<file path="config.mk">
export PLATFORM = sky130hd
export DESIGN_NAME = fpu_mul_param
export DESIGN_NICKNAME = d
export VERILOG_FILES = /design/src/rtl/fpu_pkg.sv /design/src/rtl/fpu_round.sv /design/src/rtl/fpu_mul_param.sv
export SDC_FILE = /design/constraint.sdc
export NUM_CORES = 2
export LEC_CHECK = 0
export ABC_AREA = 1
export CORE_MARGIN = 4
export CORE_UTILIZATION = 30
export DETAILED_ROUTE_END_ITERATION = 10
export GPL_ROUTABILITY_DRIVEN = 0
export PLACE_DENSITY_LB_ADDON = 0.1
export SYNTH_ARGS = -nofsm -noshare
export SYNTH_HDL_FRONTEND = slang
export SYNTH_HIERARCHICAL = 1
export SYNTH_SLANG_ARGS = --single-unit
</file>
<file path="constraint.sdc">
create_clock -name clk -period 6.44 [get_ports clk]
set_clock_uncertainty 0.1 [all_clocks]
set_input_delay 1.288 -clock clk [delete_from_list [all_inputs] [get_ports clk]]
set_output_delay 1.288 -clock clk [all_outputs]
set_load 0.02 [all_outputs]
</file>
<file path="src/rtl/fpu_pkg.sv">
// Shared FPU definitions: rounding-mode, FSM state and operand-class enums,
// plus width-parametrised special-value constants.
package fpu_pkg;

  typedef enum logic [2:0] {
    FRM_RNE = 3'b000,
    FRM_RTZ = 3'b001,
    FRM_RDN = 3'b010,
    FRM_RUP = 3'b011,
    FRM_RMM = 3'b100
  } frm_e;

  typedef enum logic [1:0] {
    ST_IDLE,
    ST_MUL,
    ST_NORM,
    ST_RND
  } state_e;

  typedef enum logic [2:0] {
    CLS_ZERO,
    CLS_NORM,
    CLS_INF,
    CLS_QNAN,
    CLS_SNAN
  } cls_e;

  // Positive quiet NaN with only the fraction MSB set; callers truncate to their width.
  function automatic logic [63:0] canon_nan(input int unsigned ew, input int unsigned mw);
    logic [63:0] ones;
    ones = (64'(1) << ew) - 64'(1);
    return (ones << mw) | (64'(1) << (mw - 1));
  endfunction

  // Largest finite magnitude (exponent all-ones minus one, fraction all-ones), sign excluded.
  function automatic logic [63:0] max_finite(input int unsigned ew, input int unsigned mw);
    logic [63:0] ones;
    ones = (64'(1) << ew) - 64'(1);
    return ((ones - 64'(1)) << mw) | ((64'(1) << mw) - 64'(1));
  endfunction

  // Subnormals fall into CLS_ZERO (denormals-are-zero).
  function automatic cls_e classify(input logic exp_zero, input logic exp_ones,
                                    input logic man_zero, input logic man_msb);
    if (exp_zero) return CLS_ZERO;
    if (!exp_ones) return CLS_NORM;
    if (man_zero) return CLS_INF;
    if (man_msb) return CLS_QNAN;
    return CLS_SNAN;
  endfunction

endpackage

</file>
<file path="src/rtl/fpu_round.sv">
// Round-increment decision from sign, lsb and guard/round/sticky bits.
// RMM support is compiled in only when FPU_MUL_RMM_EN is defined.
module fpu_round
  import fpu_pkg::*;
(
  input  logic       sign,
  input  logic       lsb,
  input  logic       guard,
  input  logic       round,
  input  logic       sticky,
  input  logic [2:0] frm,
  output logic       inc_c
);

  always_comb begin
    inc_c = 1'b0;
    case (frm)
      FRM_RNE: inc_c = guard & (lsb | round | sticky);
      FRM_RDN: inc_c = sign & (guard | round | sticky);
      FRM_RUP: inc_c = ~sign & (guard | round | sticky);
`ifdef FPU_MUL_RMM_EN
      FRM_RMM: inc_c = guard;
`endif
      default: inc_c = 1'b0;
    endcase
  end

endmodule

</file>
<file path="src/rtl/fpu_mul_param.sv">
// Parametrised 3-cycle IEEE-754 multiplier (MUL -> NORM -> RND) with start/done/busy handshake.
// Define FPU_MUL_RMM_EN to enable round-to-nearest-max-magnitude for frm=100.
module fpu_mul_param
  import fpu_pkg::*;
#(
  parameter int unsigned EXP_W = 8,
  parameter int unsigned MAN_W = 23
) (
  input  logic                 clk,
  input  logic                 rst,
  input  logic                 start,
  input  logic [EXP_W+MAN_W:0] operA,
  input  logic [EXP_W+MAN_W:0] operB,
  input  logic [2:0]           frm,
  output logic [EXP_W+MAN_W:0] result,
  output logic                 done,
  output logic                 busy,
  output logic                 flag_nv,
  output logic                 flag_of,
  output logic                 flag_uf,
  output logic                 flag_nx
);

  localparam int unsigned W    = 1 + EXP_W + MAN_W;
  localparam int unsigned FW   = W - 1;
  localparam int unsigned EW   = EXP_W + 2;
  localparam int unsigned MW1  = MAN_W + 1;
  localparam int unsigned PW   = 2 * MW1;
  localparam int unsigned BIAS = (1 << (EXP_W - 1)) - 1;

  localparam logic signed [EW-1:0] EXP_MAX  = EW'((1 << EXP_W) - 1);
  localparam logic [W-1:0]         NAN_C    = W'(canon_nan(EXP_W, MAN_W));
  localparam logic [FW-1:0]        MAXF_C   = FW'(max_finite(EXP_W, MAN_W));
  localparam logic [PW-1:0]        LOW_MASK = PW'((64'(1) << (MAN_W - 2)) - 64'(1));

  state_e state, state_nx;

  logic               a_sign, b_sign;
  logic [EXP_W-1:0]   a_exp, b_exp;
  logic [MAN_W-1:0]   a_man, b_man;
  cls_e               a_cls, b_cls, a_cls_c, b_cls_c;
  logic [2:0]         frm_q;

  logic               sign_q;
  logic signed [EW-1:0] exp_q;
  logic [PW-1:0]      prod_q;
  logic [MAN_W-1:0]   frac_q;
  logic               g_q, r_q, s_q;

  logic               low_sticky_c;
  logic               inc_c, carry_c, frm_ok_c, ovf_inf_c;
  logic [MAN_W-1:0]   frac_r_c;
  logic signed [EW-1:0] exp_r_c;
  logic [W-1:0]       res_c;
  logic               nv_c, of_c, uf_c, nx_c;

  assign a_cls_c = classify(operA[W-2:MAN_W] == '0, &operA[W-2:MAN_W],
                            operA[MAN_W-1:0] == '0, operA[MAN_W-1]);
  assign b_cls_c = classify(operB[W-2:MAN_W] == '0, &operB[W-2:MAN_W],
                            operB[MAN_W-1:0] == '0, operB[MAN_W-1]);

  // State register; busy mirrors the next state so it is available as a flop output.
  always_ff @(posedge clk) begin
    if (rst) begin
      state <= ST_IDLE;
      busy  <= 1'b0;
    end else begin
      state <= state_nx;
      busy  <= (state_nx != ST_IDLE);
    end
  end

  always_comb begin
    state_nx = state;
    case (state)
      ST_IDLE: if (start) state_nx = ST_MUL;
      ST_MUL:  state_nx = ST_NORM;
      ST_NORM: state_nx = ST_RND;
      ST_RND:  state_nx = ST_IDLE;
      default: state_nx = ST_IDLE;
    endcase
  end

  assign low_sticky_c = |(prod_q & LOW_MASK);

  // Datapath pipeline registers, advanced one stage per FSM state.
  always_ff @(posedge clk) begin
    case (state)
      ST_IDLE: begin
        if (start) begin
          a_sign <= operA[W-1];
          b_sign <= operB[W-1];
          a_exp  <= operA[W-2:MAN_W];
          b_exp  <= operB[W-2:MAN_W];
          a_man  <= operA[MAN_W-1:0];
          b_man  <= operB[MAN_W-1:0];
          a_cls  <= a_cls_c;
          b_cls  <= b_cls_c;
          frm_q  <= frm;
        end
      end
      ST_MUL: begin
        sign_q <= a_sign ^ b_sign;
        exp_q  <= EW'({2'b00, a_exp}) + EW'({2'b00, b_exp}) - EW'(BIAS);
        prod_q <= PW'({1'b1, a_man}) * PW'({1'b1, b_man});
      end
      ST_NORM: begin
        if (prod_q[PW-1]) begin
          frac_q <= prod_q[PW-2:MAN_W+1];
          g_q    <= prod_q[MAN_W];
          r_q    <= prod_q[MAN_W-1];
          s_q    <= prod_q[MAN_W-2] | low_sticky_c;
          exp_q  <= exp_q + EW'(1);
        end else begin
          frac_q <= prod_q[PW-3:MAN_W];
          g_q    <= prod_q[MAN_W-1];
          r_q    <= prod_q[MAN_W-2];
          s_q    <= low_sticky_c;
        end
      end
      default: ;
    endcase
  end

  fpu_round u_round (
    .sign   (sign_q),
    .lsb    (frac_q[0]),
    .guard  (g_q),
    .round  (r_q),
    .sticky (s_q),
    .frm    (frm_q),
    .inc_c  (inc_c)
  );

  // Rounding, special-case selection and exception flags for the RND stage.
  always_comb begin
    res_c = '0;
    nv_c  = 1'b0;
    of_c  = 1'b0;
    uf_c  = 1'b0;
    nx_c  = 1'b0;
    {carry_c, frac_r_c} = {1'b0, frac_q} + MW1'(inc_c);
    exp_r_c = exp_q + EW'(carry_c);
`ifdef FPU_MUL_RMM_EN
    frm_ok_c = (frm_q <= FRM_RMM);
`else
    frm_ok_c = (frm_q <= FRM_RUP);
`endif
    ovf_inf_c = (frm_q == FRM_RNE) || (frm_q == FRM_RMM) ||
                ((frm_q == FRM_RUP) && !sign_q) || ((frm_q == FRM_RDN) && sign_q);

    if (!frm_ok_c) begin
      res_c = NAN_C;
      nv_c  = 1'b1;
    end else if (a_cls == CLS_QNAN || a_cls == CLS_SNAN ||
                 b_cls == CLS_QNAN || b_cls == CLS_SNAN) begin
      res_c = NAN_C;
      nv_c  = (a_cls == CLS_SNAN) || (b_cls == CLS_SNAN);
    end else if ((a_cls == CLS_INF && b_cls == CLS_ZERO) ||
                 (a_cls == CLS_ZERO && b_cls == CLS_INF)) begin
      res_c = NAN_C;
      nv_c  = 1'b1;
    end else if (a_cls == CLS_INF || b_cls == CLS_INF) begin
      res_c = {sign_q, {EXP_W{1'b1}}, {MAN_W{1'b0}}};
    end else if (a_cls == CLS_ZERO || b_cls == CLS_ZERO) begin
      res_c = {sign_q, {FW{1'b0}}};
    end else if (exp_r_c >= EXP_MAX) begin
      res_c = ovf_inf_c ? {sign_q, {EXP_W{1'b1}}, {MAN_W{1'b0}}} : {sign_q, MAXF_C};
      of_c  = 1'b1;
      nx_c  = 1'b1;
    end else if (exp_r_c[EW-1] || exp_r_c == '0) begin
      res_c = {sign_q, {FW{1'b0}}};
      uf_c  = 1'b1;
      nx_c  = 1'b1;
    end else begin
      res_c = {sign_q, exp_r_c[EXP_W-1:0], frac_r_c};
      nx_c  = g_q | r_q | s_q;
    end
  end

  // Result and flags are held between completions; done is a single-cycle pulse.
  always_ff @(posedge clk) begin
    if (rst) begin
      result  <= '0;
      done    <= 1'b0;
      flag_nv <= 1'b0;
      flag_of <= 1'b0;
      flag_uf <= 1'b0;
      flag_nx <= 1'b0;
    end else begin
      done <= 1'b0;
      if (state == ST_RND) begin
        done    <= 1'b1;
        result  <= res_c;
        flag_nv <= nv_c;
        flag_of <= of_c;
        flag_uf <= uf_c;
        flag_nx <= nx_c;
      end
    end
  end

endmodule
</file>
==> results.md <==
* Initial antenna violation count at 3
* Routed vias at 22.0k
* Syn Inst Count at 3532
* Largest net degree at the start of global routing at 51
* Post-synth EDFFs at 158
* Max Fclk at 158 MHz
* Vias in the first global route at between 20k and 25k
* Root Driver: clkbuf_16
* Crit Path Class: flop to flop
* Sink of the worst hold path: result[3]$_SDFFE_PP0P_
* Via/cell ratio at 4.36
* CP required at roughly 6700 ps
* Port bufs at about 110
* Avg Inst Size Synth at 8.21 µm²
* Final Setup Violations at 0
* Slew @ Worst Pin at between 900 and 1000 ps
* Worst-Skew Late Latency at 510 ps
* Wire length on met2 at 42400 µm
* Unique cell type count in the Yosys netlist at 52
* Highest routed metal layer: met4
* Die footprint at 102000 µm²
* Worst Hold Class: flop to flop
* Final Max Slew Viols at 0
* Register area share after synthesis at between 10% and 20%
* Ratio of final minimum period to clock period at 98.1%
* Clock-pin slew on the worst setup and hold paths at 90 ps
* Max cap viols at 0
* Clk sinks at 198
* Num ports at 108
* Hpwl dp at 73700 µm
* Non-Filler Instances at 5056
* Post-route DRC at 0
* DIE HEIGHT at roughly 320 µm
* Status: finished clean
* Slew headroom at 32.9%
* First drt pass iteration count at 7
* Worst reg2reg setup slack at 120 ps
* Area growth from synthesis to layout at 20.4%
* Min Tclk post-route at 6320 ps
* Worst Reg-to-Reg Cells at 25
* Crit-path most repeated cell: fa_1
* Yosys top cell area share at between 30% and 40%
* Flops & latches, synth at 198
* H-tree depth at 4
* Initial core utilization at 30.4%
* Synth Warn # at 6
* Crit Path Max Fanout at 6
* Placed insts at 4991
* First-pass GRT wire length at 135000 µm
* NumNets Final at 4528
* Top area cells in the synthesized netlist: fa_1, edfxtp_1, inv_1, nand2_1, ha_1
* RSZ-0062 raised after global routing: true
* CP max stage cell: fa_1
* Final Util at 36.6%
* Count leader, synth: inv_1
* Yosys top cell by area: fa_1
* R2r startpoint: a_man[11]$_DFFE_PP_
* Cell area after synthesis at 29000 µm²
* Final Hold Viols at 0
* CTS tree: done
* GR Overflow Total at 0
* Die Wd at 319 µm
* Initial DRC Count at 1111
* End of the worst register-to-register path: prod_q[41]$_DFFE_PP_
* Inserted Clock Buffers at 17
* M1 WL at just under 40000 µm
* Post-route ant nets at 0
* Num rows at 113
* Global-route usage over all layers at 17.0%
* Post-synth ARST share at 0%
* Max incr delay on CP at roughly 580 ps
* Most used DFF post-synth: edfxtp_1
* Core area at 95400 µm²
* WL met3 at approximately 2400 µm
* Layout cells sized above 1 at 13.2%
* Post-Route WL at 85500 µm
* CP arrival at 6550 ps
* WL/cell at 16.9 µm
* Clock buffer depth at 2
* Crit start category: flop
* Worst setup EP type: flop
* Hold path cells at 2
* Post-Syn Nets at 4283
* Hold path startpoint: result[3]$_SDFFE_PP0P_
* Synth cell count leaders: inv_1, nand2_1, fa_1, ha_1, edfxtp_1
through the flow:
| stage | setup TNS (ps) | cell area, µm² | setup WS, ps | hold WS, ps |
|---|---|---|---|---|
| final | 0 | 34900 | 125 | 370 |
| after global routing | -841 | 34900 | -94.1 | 390 |
| after CTS | 0 | 33800 | 0.386 | 371 |
| after detailed placement | -1280 | 33100 | -151 | 358 |
| after global placement | -1190 | 33100 | -147 | 356 |
| after floorplan | 0 | 29000 | 270 | 400 |
layout by cell type, fill, tap and decap left out, types with 23 or more instances in the layout:
cell / n
xor2_1: 43
a21oi_2: 33
dfxtp_1: 40
clkdlybuf4s50_1: 107
fa_1: 475
inv_1: 989
nand3_1: 83
nor2_1: 101
buf_4: 181
o21ai_0: 47
ha_1: 171
a21oi_1: 74
buf_12: 40
edfxtp_1: 158
nand2_2: 31
ha_4: 23
nand2_1: 867
inv_2: 29
nor2_2: 28
critical path, delay by kind of cell (launching register included):
family                   cells  cell delay (ps)
adder cells (fa/ha/maj)      8             3800
flip-flops                   1              450
XOR/XNOR                     1              210
buffers and inverters       10              970
AND/OR/NAND/NOR              6              630
layout make-up:
cell class	instances	area [µm²]
antenna	1	2.50
clock buffer	17	425
clock inverter	15	191
fill	10000	60500
inverter	1021	3830
multi-input combinational	2195	19900
sequential	198	5550
tap	1265	1580
timing repair buffer	344	3430
cells by family (layout without fill, tap and decap cells):
family | after synthesis | in the layout | synth area share [%]
and+or+nand+nor | 1233 | 1233 | 17.8
DFF | 198 | 198 | 19.1
buffers and inverters | 1139 | 1397 | 15.1
xor gates and xnor gates | 62 | 62 | 1.90
other | 0 | 1 | 0
AOI/OAI and AO/OA | 219 | 219 | 4.24
adders and majority gates | 681 | 681 | 41.9
worst max-delay path by stage:
stage / from / to / slack [ps]
2_1_floorplan: a_man[13]$_DFFE_PP_ / prod_q[32]$_DFFE_PP_ / 270
3_3_place_gp: b_man[2]$_DFFE_PP_ / prod_q[32]$_DFFE_PP_ / -150
3_5_place_dp: a_man[16]$_DFFE_PP_ / prod_q[37]$_DFFE_PP_ / -150
4_1_cts: b_man[20]$_DFFE_PP_ / prod_q[47]$_DFFE_PP_ / 0.4
5_1_grt: b_man[3]$_DFFE_PP_ / prod_q[39]$_DFFE_PP_ / -90
6_report: a_man[11]$_DFFE_PP_ / prod_q[41]$_DFFE_PP_ / 120
timing repair:
action / 4_1_cts / 5_1_grt
resized for setup: 24 / 216
setup buffers: 3 / 29
hold buffers: 0 / 0
endpoints found under the setup margin: 22 / 30
pin swaps: 4 / 70
endpoints found under the hold margin: 0 / 0
gates cloned: 0 / 1
sequential cells by signal, indices dropped and copies added, names as in the netlist, 2 cells and up:
name	count
a_cls	3
a_exp	8
b_exp	8
state	2
prod_q	48
frac_q	23
frm_q	3
a_man	23
b_cls	3
b_man	23
exp_q	10
result	32
layer usage:
layer	vias to the layer above	GRT usage, %
met2	288	29.6
met5	-	0
met1	10900	23.0
li1	10800	-
met3	53	1.83
met4	0	3.71
Power is not shown: default switching activity piles up to over one toggle a cycle in this logic, so the estimate is an artifact.
